[src/rtl/t06_move_sequencer.sv]
// Snake-game move sequencer: turns tick pulses into checked head moves, decides
// wall/body/apple outcomes and issues move/grow/clear strobes to the body store.
module t06_move_sequencer #(
    parameter int MAX_LENGTH = 30
) (
    input  logic       system_clk,
    input  logic       nreset,
    input  logic       tick,
    input  logic       start,
    input  logic       pause,
    input  logic [1:0] dir_in,
    input  logic [3:0] head_x,
    input  logic [3:0] head_y,
    input  logic [3:0] apple_x,
    input  logic [3:0] apple_y,
    input  logic       body_hit,
    output logic [3:0] query_x,
    output logic [3:0] query_y,
    output logic [1:0] direction,
    output logic       move_stb,
    output logic       grow_stb,
    output logic       clear_stb,
    output logic [2:0] state,
    output logic [7:0] score,
    output logic       game_over,
    output logic       win
);

    typedef enum logic [2:0] {
        S_IDLE   = 3'd0,
        S_RUN    = 3'd1,
        S_CHECK  = 3'd2,
        S_UPDATE = 3'd3,
        S_PAUSED = 3'd4,
        S_DEAD   = 3'd5,
        S_WON    = 3'd6
    } state_t;

    localparam int               LEN_W   = $clog2(MAX_LENGTH + 1);
    localparam logic [LEN_W-1:0] LEN_MAX = LEN_W'(MAX_LENGTH);

    state_t           state_q;
    logic [LEN_W-1:0] length;
    logic             wall_q;

    logic [1:0] next_dir;
    logic [3:0] next_x;
    logic [3:0] next_y;
    logic       next_wall;

    // Candidate step: a 180-degree reversal keeps the current heading, and a
    // step off the board saturates at the edge while flagging a wall hit.
    always_comb begin
        // NOTE: every always_comb output gets a default first so no path can infer a latch.
        next_dir  = (dir_in == {direction[1], ~direction[0]}) ? direction : dir_in;
        next_x    = head_x;
        next_y    = head_y;
        next_wall = 1'b0;
        case (next_dir)
            2'b00: if (head_y == 4'd0)  next_wall = 1'b1; else next_y = head_y - 4'd1;
            2'b01: if (head_y == 4'd15) next_wall = 1'b1; else next_y = head_y + 4'd1;
            2'b10: if (head_x == 4'd0)  next_wall = 1'b1; else next_x = head_x - 4'd1;
            default: if (head_x == 4'd15) next_wall = 1'b1; else next_x = head_x + 4'd1;
        endcase
    end

    // NOTE: sequential state uses non-blocking assignments only, so every register
    // samples the pre-edge values regardless of statement order.
    always_ff @(posedge system_clk) begin
        if (!nreset) begin
            state_q   <= S_IDLE;
            direction <= 2'b11;
            query_x   <= 4'd0;
            query_y   <= 4'd0;
            score     <= 8'd0;
            length    <= LEN_W'(1);
            wall_q    <= 1'b0;
            move_stb  <= 1'b0;
            grow_stb  <= 1'b0;
            clear_stb <= 1'b0;
            game_over <= 1'b0;
            win       <= 1'b0;
        end else begin
            // Strobes default low so each one lasts exactly one cycle.
            move_stb  <= 1'b0;
            grow_stb  <= 1'b0;
            clear_stb <= 1'b0;
            case (state_q)
                S_IDLE, S_DEAD, S_WON: begin
                    if (start) begin
                        clear_stb <= 1'b1;
                        score     <= 8'd0;
                        length    <= LEN_W'(1);
                        direction <= 2'b11;
                        game_over <= 1'b0;
                        win       <= 1'b0;
                        state_q   <= S_RUN;
                    end
                end
                S_RUN: begin
                    if (pause) begin
                        state_q <= S_PAUSED;
                    end else if (tick) begin
                        direction <= next_dir;
                        query_x   <= next_x;
                        query_y   <= next_y;
                        wall_q    <= next_wall;
                        state_q   <= S_CHECK;
                    end
                end
                S_PAUSED: begin
                    if (!pause) state_q <= S_RUN;
                end
                S_CHECK: begin
                    if (wall_q || body_hit) begin
                        game_over <= 1'b1;
                        state_q   <= S_DEAD;
                    end else if (query_x == apple_x && query_y == apple_y) begin
                        grow_stb <= 1'b1;
                        score    <= score + 8'd1;
                        length   <= length + LEN_W'(1);
                        state_q  <= S_UPDATE;
                    end else begin
                        move_stb <= 1'b1;
                        state_q  <= S_UPDATE;
                    end
                end
                S_UPDATE: begin
                    // grow_stb is still high here only when this update was a growth.
                    if (grow_stb && length == LEN_MAX) begin
                        win     <= 1'b1;
                        state_q <= S_WON;
                    end else begin
                        state_q <= S_RUN;
                    end
                end
                default: state_q <= S_IDLE;
            endcase
        end
    end

    assign state = state_q;

endmodule
[config.mk]
export PLATFORM = sky130hd
export DESIGN_NAME = t06_move_sequencer
export DESIGN_NICKNAME = d
export VERILOG_FILES = /design/src/rtl/t06_move_sequencer.sv
export SDC_FILE = /design/constraint.sdc
export NUM_CORES = 1
export LEC_CHECK = 0
export BUFFER_PORTS_ARGS = -buffer_cell sky130_fd_sc_hd__buf_2
export CAP_MARGIN = 30
export CELL_PAD_IN_SITES_DETAIL_PLACEMENT = 0
export CELL_PAD_IN_SITES_GLOBAL_PLACEMENT = 1
export CORE_UTILIZATION = 41
export DETAILED_ROUTE_END_ITERATION = 8
export PLACE_DENSITY = 0.81
export RECOVER_POWER = 100
export SLEW_MARGIN = 0
export SYNTH_ARGS = -nofsm -noshare
export SYNTH_HDL_FRONTEND = slang
export SYNTH_SLANG_ARGS = --single-unit
[constraint.sdc]
create_clock -name system_clk -period 5.15 [get_ports system_clk]
set_input_delay 0.2575 -clock system_clk [delete_from_list [all_inputs] [get_ports system_clk]]
set_output_delay 0.2575 -clock system_clk [all_outputs]
set_load 0.02 [all_outputs]
; Word level (Yosys, flattened, before mapping)
; Index checks and enable logic that the tools add are counted.
[op_classes]
add_sub_neg = 6
n_reduce_logical = 20
n_eq_ne = 23
bitwise_logic = 4
muxes = 39
[op_table]
columns = op, count
row1 = 2-to-1 mux 8 bit, 3
row2 = 2-to-1 mux 3 bit, 6
row3 = 2-to-1 mux 4 bit, 4
row4 = != test 2 bit (second input constant), 8
row5 = case mux 4 bit (2 select lines), 2
row6 = case mux 8 bit (2 select lines), 1
row7 = 2-to-1 mux 5 bit, 3
row8 = case mux 3 bit (5 select lines), 1
row9 = AND reduction 3 bit, 4
row10 = 2-to-1 mux 1 bit, 10
row11 = case mux 5 bit (2 select lines), 1
row12 = equality test 3 bit (second input constant), 3
row13 = adder 4 x 1 -> 4 bit (second input constant), 2
row14 = adder 8 x 1 -> 8 bit (second input constant), 1
row15 = equality test 4 bit, 2
row16 = equality test 4 bit (second input constant), 2
row17 = zero test 4 bit, 2
row18 = 2-to-1 mux 2 bit, 4
row19 = AND reduction 4 bit, 2
row20 = subtractor 4 x 1 -> 4 bit (second input constant), 2
row21 = equality test 3 x 2 -> 1 bit (second input constant), 2
row22 = nonzero test 2 bit, 3
row23 = OR reduction 3 bit, 2
row24 = adder 5 x 1 -> 5 bit (second input constant), 1
row25 = 16 further kinds, 21
[totals]
register_bits = 32
inputBits = 24
out_inout_bits = 26

; Longest topological paths before layout
; Gate-level depths: netlist (run 1).
[depth]
ltp_word = 6
ltp_mapped = 7
depth_no_buf = 7

; Worst setup path before layout (run 1)
; Ideal clock, no wire load.
[synth_timing]
path_type = register -> register
startpoint = reg direction[1]
endpoint = reg query_x[3]
slack_ps = 3007
period_less_slack_ps = 2143
path_stages_with_launch = 7
arrival_ps = 2025
cell_sequence = dfxtp_1 clkbuf_1 xor2_1 mux2i_1 nand4_1 o32a_1 a32o_1
[synth_via]
elab_chain_len = 5
word_cells_on_any_way = 7
cone_classes = 3 x eq/ne / 2 x mux / 2 x reduce/logical
[synth_lines]
columns = item, line_no
row1 = from (decl), 19  ; output logic [1:0] direction,
row2 = from (signal assigned), 104  ; direction <= next_dir;
row3 = equality test 2 bit, 55  ; next_dir = (dir_in == {direction[1], ~direction[0]}) ? direction : dir_in;
row4 = 2-to-1 mux 2 bit *, 55
row5 = equality test 2 x 1 -> 1 bit / zero test 2 bit (equally long branches), 59  ; case (next_dir)
row6 = OR reduction 2 bit (no line), -
row7 = case mux 4 bit (2 select lines) *, 59
row8 = to (signal assigned), 105  ; query_x <= next_x;
row9 = to (decl), 17  ; output logic [3:0] query_x,
; Every way passes the cells marked *; elsewhere a longest branch is shown, timed or not.
; A chain may end at the register's enable or synchronous reset.

; Worst setup path after layout (run 1)
[layout_timing]
startpoint = reg state_q[2], in the netlist state[2]
endpoint = reg score[6]
[layout_via]
elab_chain_len = 4
word_cells_on_any_way = 11
cone_classes = 6 x eq/ne / 1 x mux / 4 x reduce/logical
[layout_lines]
columns = item, line_no
row1 = from (decl), 42  ; state_t state_q;
row2 = from (signal assigned), 71  ; state_q <= S_IDLE;
row3 = from (signal assigned), 97  ; state_q <= S_RUN;
row4 = from (signal assigned), 102  ; state_q <= S_PAUSED;
row5 = equality test 3 bit / zero test 3 bit (equally long branches), 88  ; case (state_q)
row6 = OR reduction 3 bit, 88
row7 = != test 2 bit (no line) / nonzero test 2 bit (equally long branches), -
row8 = AND reduction 4 bit (no line), -
row9 = to (signal assigned), 120  ; score <= score + 8'd1;
row10 = to (decl), 24  ; output logic [7:0] score,
; Several ways; a longest one is shown, not always the timed one.

==> results of run 1 <==
==> final timing paths <==
kind	slack, ps	start	cells after the start	end
setup / recovery	2700	state[2]	5	score[6]
hold / removal	270	head_y[1]	3	query_y[1]
setup reg to reg	2700	state[2]	5	score[6]
hold reg to reg	480	win	2	win
==> worst max-delay path: stages (launching register included) <==
cell and delay, ps:
dfxtp_1 630, and4b_1 270, a211oi_1 80, or4_1 720, or4_1 530, a21oi_1 140
==> cells by family (layout without fill, tap and decap cells) <==
| kind of cell | after synthesis | after routing | share of synthesized area |
|---|---|---|---|
| and+or+nand+nor | 94 | 94 | 0.245 |
| muxes | 10 | 10 | 0.0526 |
| DFF | 32 | 32 | 0.320 |
| xor gates and xnor gates | 17 | 17 | 0.0745 |
| adders and majority gates | 7 | 7 | 0.0438 |
| buffers and inverters | 28 | 76 | 0.0569 |
| AOI/OAI and AO/OA | 63 | 63 | 0.207 |
==> cell type report <==
type / count / area [sq um]
timing repair buffer: 50 / 216
clock buffer: 5 / 68.8
tap: 54 / 67.6
fill: 520 / 2350
sequential: 32 / 641
multi-input combinational: 191 / 1240
clock inverter: 3 / 42.5
inverter: 18 / 67.6
==> sequential cells by signal, indices dropped and copies added (netlist names) <==
register   cells
clear_stb      1
direction      2
game_over      1
grow_stb       1
length         5
move_stb       1
query_x        4
query_y        4
score          8
state          3
wall_q         1
win            1
==> cells in the mapped netlist, types with 5 or more instances <==
cell type	instances
nand2_1	21
o21ai_0	12
ha_1	7
nor3_1	5
nand4_1	6
inv_1	18
o31ai_1	6
dfxtp_1	32
nand3_1	18
mux2i_1	6
a21oi_1	21
xnor2_1	14
nor2_1	18
clkbuf_1	8
==> power by group through the flow <==
stage	combinational (mW)	clock (mW)	sequential, mW
floorplan	0.0805	0	0.278
global placement	0.121	0	0.276
CTS	0.122	0.254	0.271
global route	0.133	0.261	0.273
finish	0.118	0.244	0.271
detailed placement	0.121	0	0.276
==> per-stage QoR <==
step                utilization  cell area [sq um]  total power [mW]  setup slack [ps]
detailed placement        0.485               2270             0.397              2890
global route              0.500               2340             0.666              2520
floorplan                     -               2000             0.358              3010
finish                    0.500               2340             0.633              2700
CTS                       0.508               2380             0.646              2860
global placement          0.485               2270             0.397              2920
==> layer usage <==
layer  up-vias  GRT usage
li1       1006          -
met1       908      0.272
met2        42      0.320
met3         4     0.0520
met4         0     0.0763
met5         -          0
==> impl_metrics.yaml, run 1 <==
status:
  status: "complete, no violations"
critical_path:
  start_kind: "flip-flop"
  critical_path_class: "reg2reg"
  arrival_ps: 2660
  end_kind: "flip-flop"
  path_max_fanout: 15
  crit_required_ps: 5360
worst_hold_path:
  min-delay-path-class: "in2reg"
yosys:
  synth_top_area_frac: 0.320
  ys_seq_area_frac: 0.320
  syn_nets: 282
  ys_ff_latch: 32
  synth-main-ff-cell: "dfxtp_1"
  yosys_warnings: 0
  avgSynthCellArea_sq_um: 7.97
  synth_area_sq_um: 2000
  synth-edff-count: 0
  synthTopCellsByArea: "dfxtp_1 32%, xnor2_1 6.1%, a21oi_1 5.3%, nand3_1 4.5%, ha_1 4.4%"
  async_flop_share: 0
  yosys.area.top_type: "dfxtp_1"
  yosysUniqueCellTypes: 51
  synth_cells: 251
global_routing:
  grt_util_all_layers: 0.205
  grt_start_max_net_pins: 18
  overflow: 0
  grt_pass1_wl_microns: 8160
  antenna_found_initial: 0
  grt_pass1_vias: 1707
detailed_routing:
  routed.top_layer: "met4"
  met1_length_microns: 2370
  viasPerCell: 5.55
  wl_met3_microns: 179
  drc: 0
  vias: 1960
  wl_microns: 4900
  drtAntennaViolNets: 0
  routedWlPerCell_microns: 13.9
  drt_iter0_markers: 85
  dr_wl_met2_microns: 2290
  dr.pass1.iters: 4
finish:
  final_nets: 329
  post_route_cells_drive_above_1_share: 0.124
  stdcell_count: 353
  diodes: 0
  area_delta_synth_final_pct: 17.3
  layout_commonest_cell: "dfxtp_1"
  final_cell_mix: "32 x dfxtp_1, 27 x clkbuf_1, 23 x buf_2"
timing:
  fin_tns_setup_ps: 0
  post-route-min-period_ps: 2450
  hold_violations: 0
  tightest_slew_ps: 782
  period_share: 0.476
  slew_headroom: 0.464
  clock.fmax_ghz: 0.408
  setup_viol: 0
  holdWs_ps: 275
  fin_skew_ps: 8.51
  rsz0062_at_grt: "false"
  drv_slew: 0
placed_design:
  dp.cells: 345
  hpwlAfterDp_microns: 3640
  portBuffers: 49
  gp_congestion: 0.863
clock_tree:
  cts_hold_buf: 0
  clk_pin_slew_ps: 70
  cts_sinks: 32
  root_buffer: "clkbuf_8"
  cts_tree: "built"
  cts_setup_buffers: 0
  clk_latency_ps: 290
  clockBufferDepth: 2
  h-tree-depth: 2
  cts_resized: 0
  cts_made_buffers: 5
floorplanning:
  fp.dieH_microns: 71.8
  ios: 50
  rows: 25
  dieArea_sq_um: 5160
  start_util: 0.426
  die_w_microns: 71.8
  core_sq_um: 4690
power:
  switching_share: 0.297
  intPower_mw: 0.445
  p_switching_mw: 0.188
  clkPwrFrac: 0.385
  comb_power_share: 0.186
  seqPwrFrac: 0.428
  ir_drop_mv: 0.121
  leakagePower_nw: 0.883
  powerDensity_nw_per_um2: 270
job:
  maxCapViolations: 0
Note: power is estimated with default switching activity, not from simulation.
==> inputs of run 2 (changes only) <==
--- a/config.mk
+++ b/config.mk
@@ -9,9 +9,9 @@
 export CAP_MARGIN = 30
 export CELL_PAD_IN_SITES_DETAIL_PLACEMENT = 0
 export CELL_PAD_IN_SITES_GLOBAL_PLACEMENT = 1
-export CORE_UTILIZATION = 41
+export CORE_UTILIZATION = 35
 export DETAILED_ROUTE_END_ITERATION = 8
-export PLACE_DENSITY = 0.81
+export PLACE_DENSITY = 0.73
 export RECOVER_POWER = 100
 export SLEW_MARGIN = 0
 export SYNTH_ARGS = -nofsm -noshare
==> constraint.sdc (replaced) <==
create_clock -name system_clk -period 2.19 [get_ports system_clk]
set_input_delay 0.1095 -clock system_clk [delete_from_list [all_inputs] [get_ports system_clk]]
set_output_delay 0.1095 -clock system_clk [all_outputs]
set_load 0.02 [all_outputs]
==> impl_metrics.yaml, run 2 (synthesis results as in run 1) <==
status:
  status: "complete, no violations"
power:
  ir_drop_mv: 0.247
  leakagePower_nw: 0.945
  powerDensity_nw_per_um2: 612
timing:
  clock.fmax_ghz: 0.495
  fin_tns_setup_ps: 0
  setup_slack_ps: 170
  period_share: 0.922
  rsz0062_at_grt: "false"
  slew_headroom: 0.673
  setup_viol: 0
  fin_skew_ps: 8.01
  drv_slew: 0
  tightest_slew_ps: 488
  hold_violations: 0
  post-route-min-period_ps: 2020
finish:
  area_delta_synth_final_pct: 22.7
  final_nets: 342
  regMostFlops: "score"
  final_cell_mix: "32 x dfxtp_1, 29 x clkbuf_1, 25 x buf_2"
  diodes: 0
  fillers: 602
  post_route_cells_drive_above_1_share: 0.157
  largest_reg_flops: 8
  fin_util: 0.446
  stdcell_count: 384
  layout_commonest_cell: "dfxtp_1"
  reg.largest.list: "score: 8 flops, length: 5 flops"
detailed_routing:
  wl_microns: 5080
  dr.pass1.iters: 4
  vias: 1987
  drc: 0
  viasPerCell: 5.17
  drtAntennaViolNets: 0
  drt_iter0_markers: 128
  routedWlPerCell_microns: 13.2
critical_path:
  critPathMaxStageDelay_ps: 630
  crit_required_ps: 2410
  start_kind: "flip-flop"
  end_kind: "flip-flop"
  critical_path_class: "reg2reg"
  path_max_fanout: 13
  crit_chain: "and2b_1, a211oi_1, or4_4, or4b_1, a21oi_1"
  cp_slowest_cell: "or4_4"
  arrival_ps: 2240
clock_tree:
  clk_pin_slew_ps: 70
  cts_setup_buffers: 0
  cts_tree: "built"
  root_buffer: "clkbuf_8"
  h-tree-depth: 2
  clockBufferDepth: 2
  cts_made_buffers: 5
  cts_sinks: 32
  clk_latency_ps: 290
floorplanning:
  dieArea_sq_um: 6020
  ios: 50
  rows: 27
  fp.dieH_microns: 77.6
  core_sq_um: 5510
  die_w_microns: 77.6
  start_util: 0.363
global_routing:
  antenna_found_initial: 0
  grt_start_max_net_pins: 17
  grt_pass1_wl_microns: 8600
  overflow: 0
  grt_util_all_layers: 0.179
  grt_pass1_vias: 1851
worst_hold_path:
  min-delay-path-class: "in2reg"
placed_design:
  portBuffers: 49
  dp.cells: 376
  hpwlAfterDp_microns: 3940
  post-place-ws_ps: 172
  gp_congestion: 0.778
job:
  maxCapViolations: 0
-- run 2: what timing repair did --
| item | 4_1_cts | 5_1_grt |
|---|---|---|
| hold buffers | 0 | 0 |
| resized for setup | 0 | 0 |
| setup endpoints to repair | 0 | 2 |
-- run 2: worst paths after layout --
kind              from          to  slack, ps  cells past startpoint
min          head_y[1]  query_y[1]        120                      3
max           state[0]    score[7]        170                      5
max reg2reg   state[0]    score[7]        170                      5
min reg2reg  game_over   game_over        480                      2
-- run 2: through the flow --
| stage | area, sq um | power (mW) | hold WS [ps] |
|---|---|---|---|
| CTS | 2500 | 1.52 | 118 |
| floorplan | 2000 | 0.842 | 259 |
| global placement | 2390 | 0.966 | 414 |
| detailed placement | 2390 | 0.965 | 419 |
| finish | 2450 | 1.50 | 123 |
| global route | 2450 | 1.58 | 160 |
-- run 2: routing by layer --
| metal | global-route usage | vias up | routed length, microns |
|---|---|---|---|
| li1 | - | 1031 | - |
| met1 | 0.227 | 900 | 2360 |
| met2 | 0.296 | 51 | 2360 |
| met3 | 0.0459 | 5 | 301 |
| met4 | 0.0509 | 0 | 58 |
| met5 | 0 | - | 0 |
-- run 2: critical path, delay by kind of cell (launching register included) --
kind | cells | cell delay, ps
AND/OR/NAND/NOR | 3 | 1340
flip-flops | 1 | 350
AO/OA/AOI/OAI | 2 | 280
-- run 2: power by group --
| group | internal, mW | switching (mW) | leakage, nW | total [mW] |
|---|---|---|---|---|
| Sequential | 0.601 | 0.0173 | 0.259 | 0.618 |
| Clock | 0.337 | 0.222 | 0.0552 | 0.559 |
| Combinational | 0.129 | 0.196 | 0.630 | 0.325 |
-- run 2: layout make-up --
type	count	area, sq um	share of cell area
flip-flops and latches	32	641	0.261
multi-input cells	191	1240	0.507
well taps	72	90.1	0.0367
clock inverters	2	35.0	0.0143
clock buffers	6	72.6	0.0296
repair buffers	63	303	0.123
inverters	18	67.6	0.0275
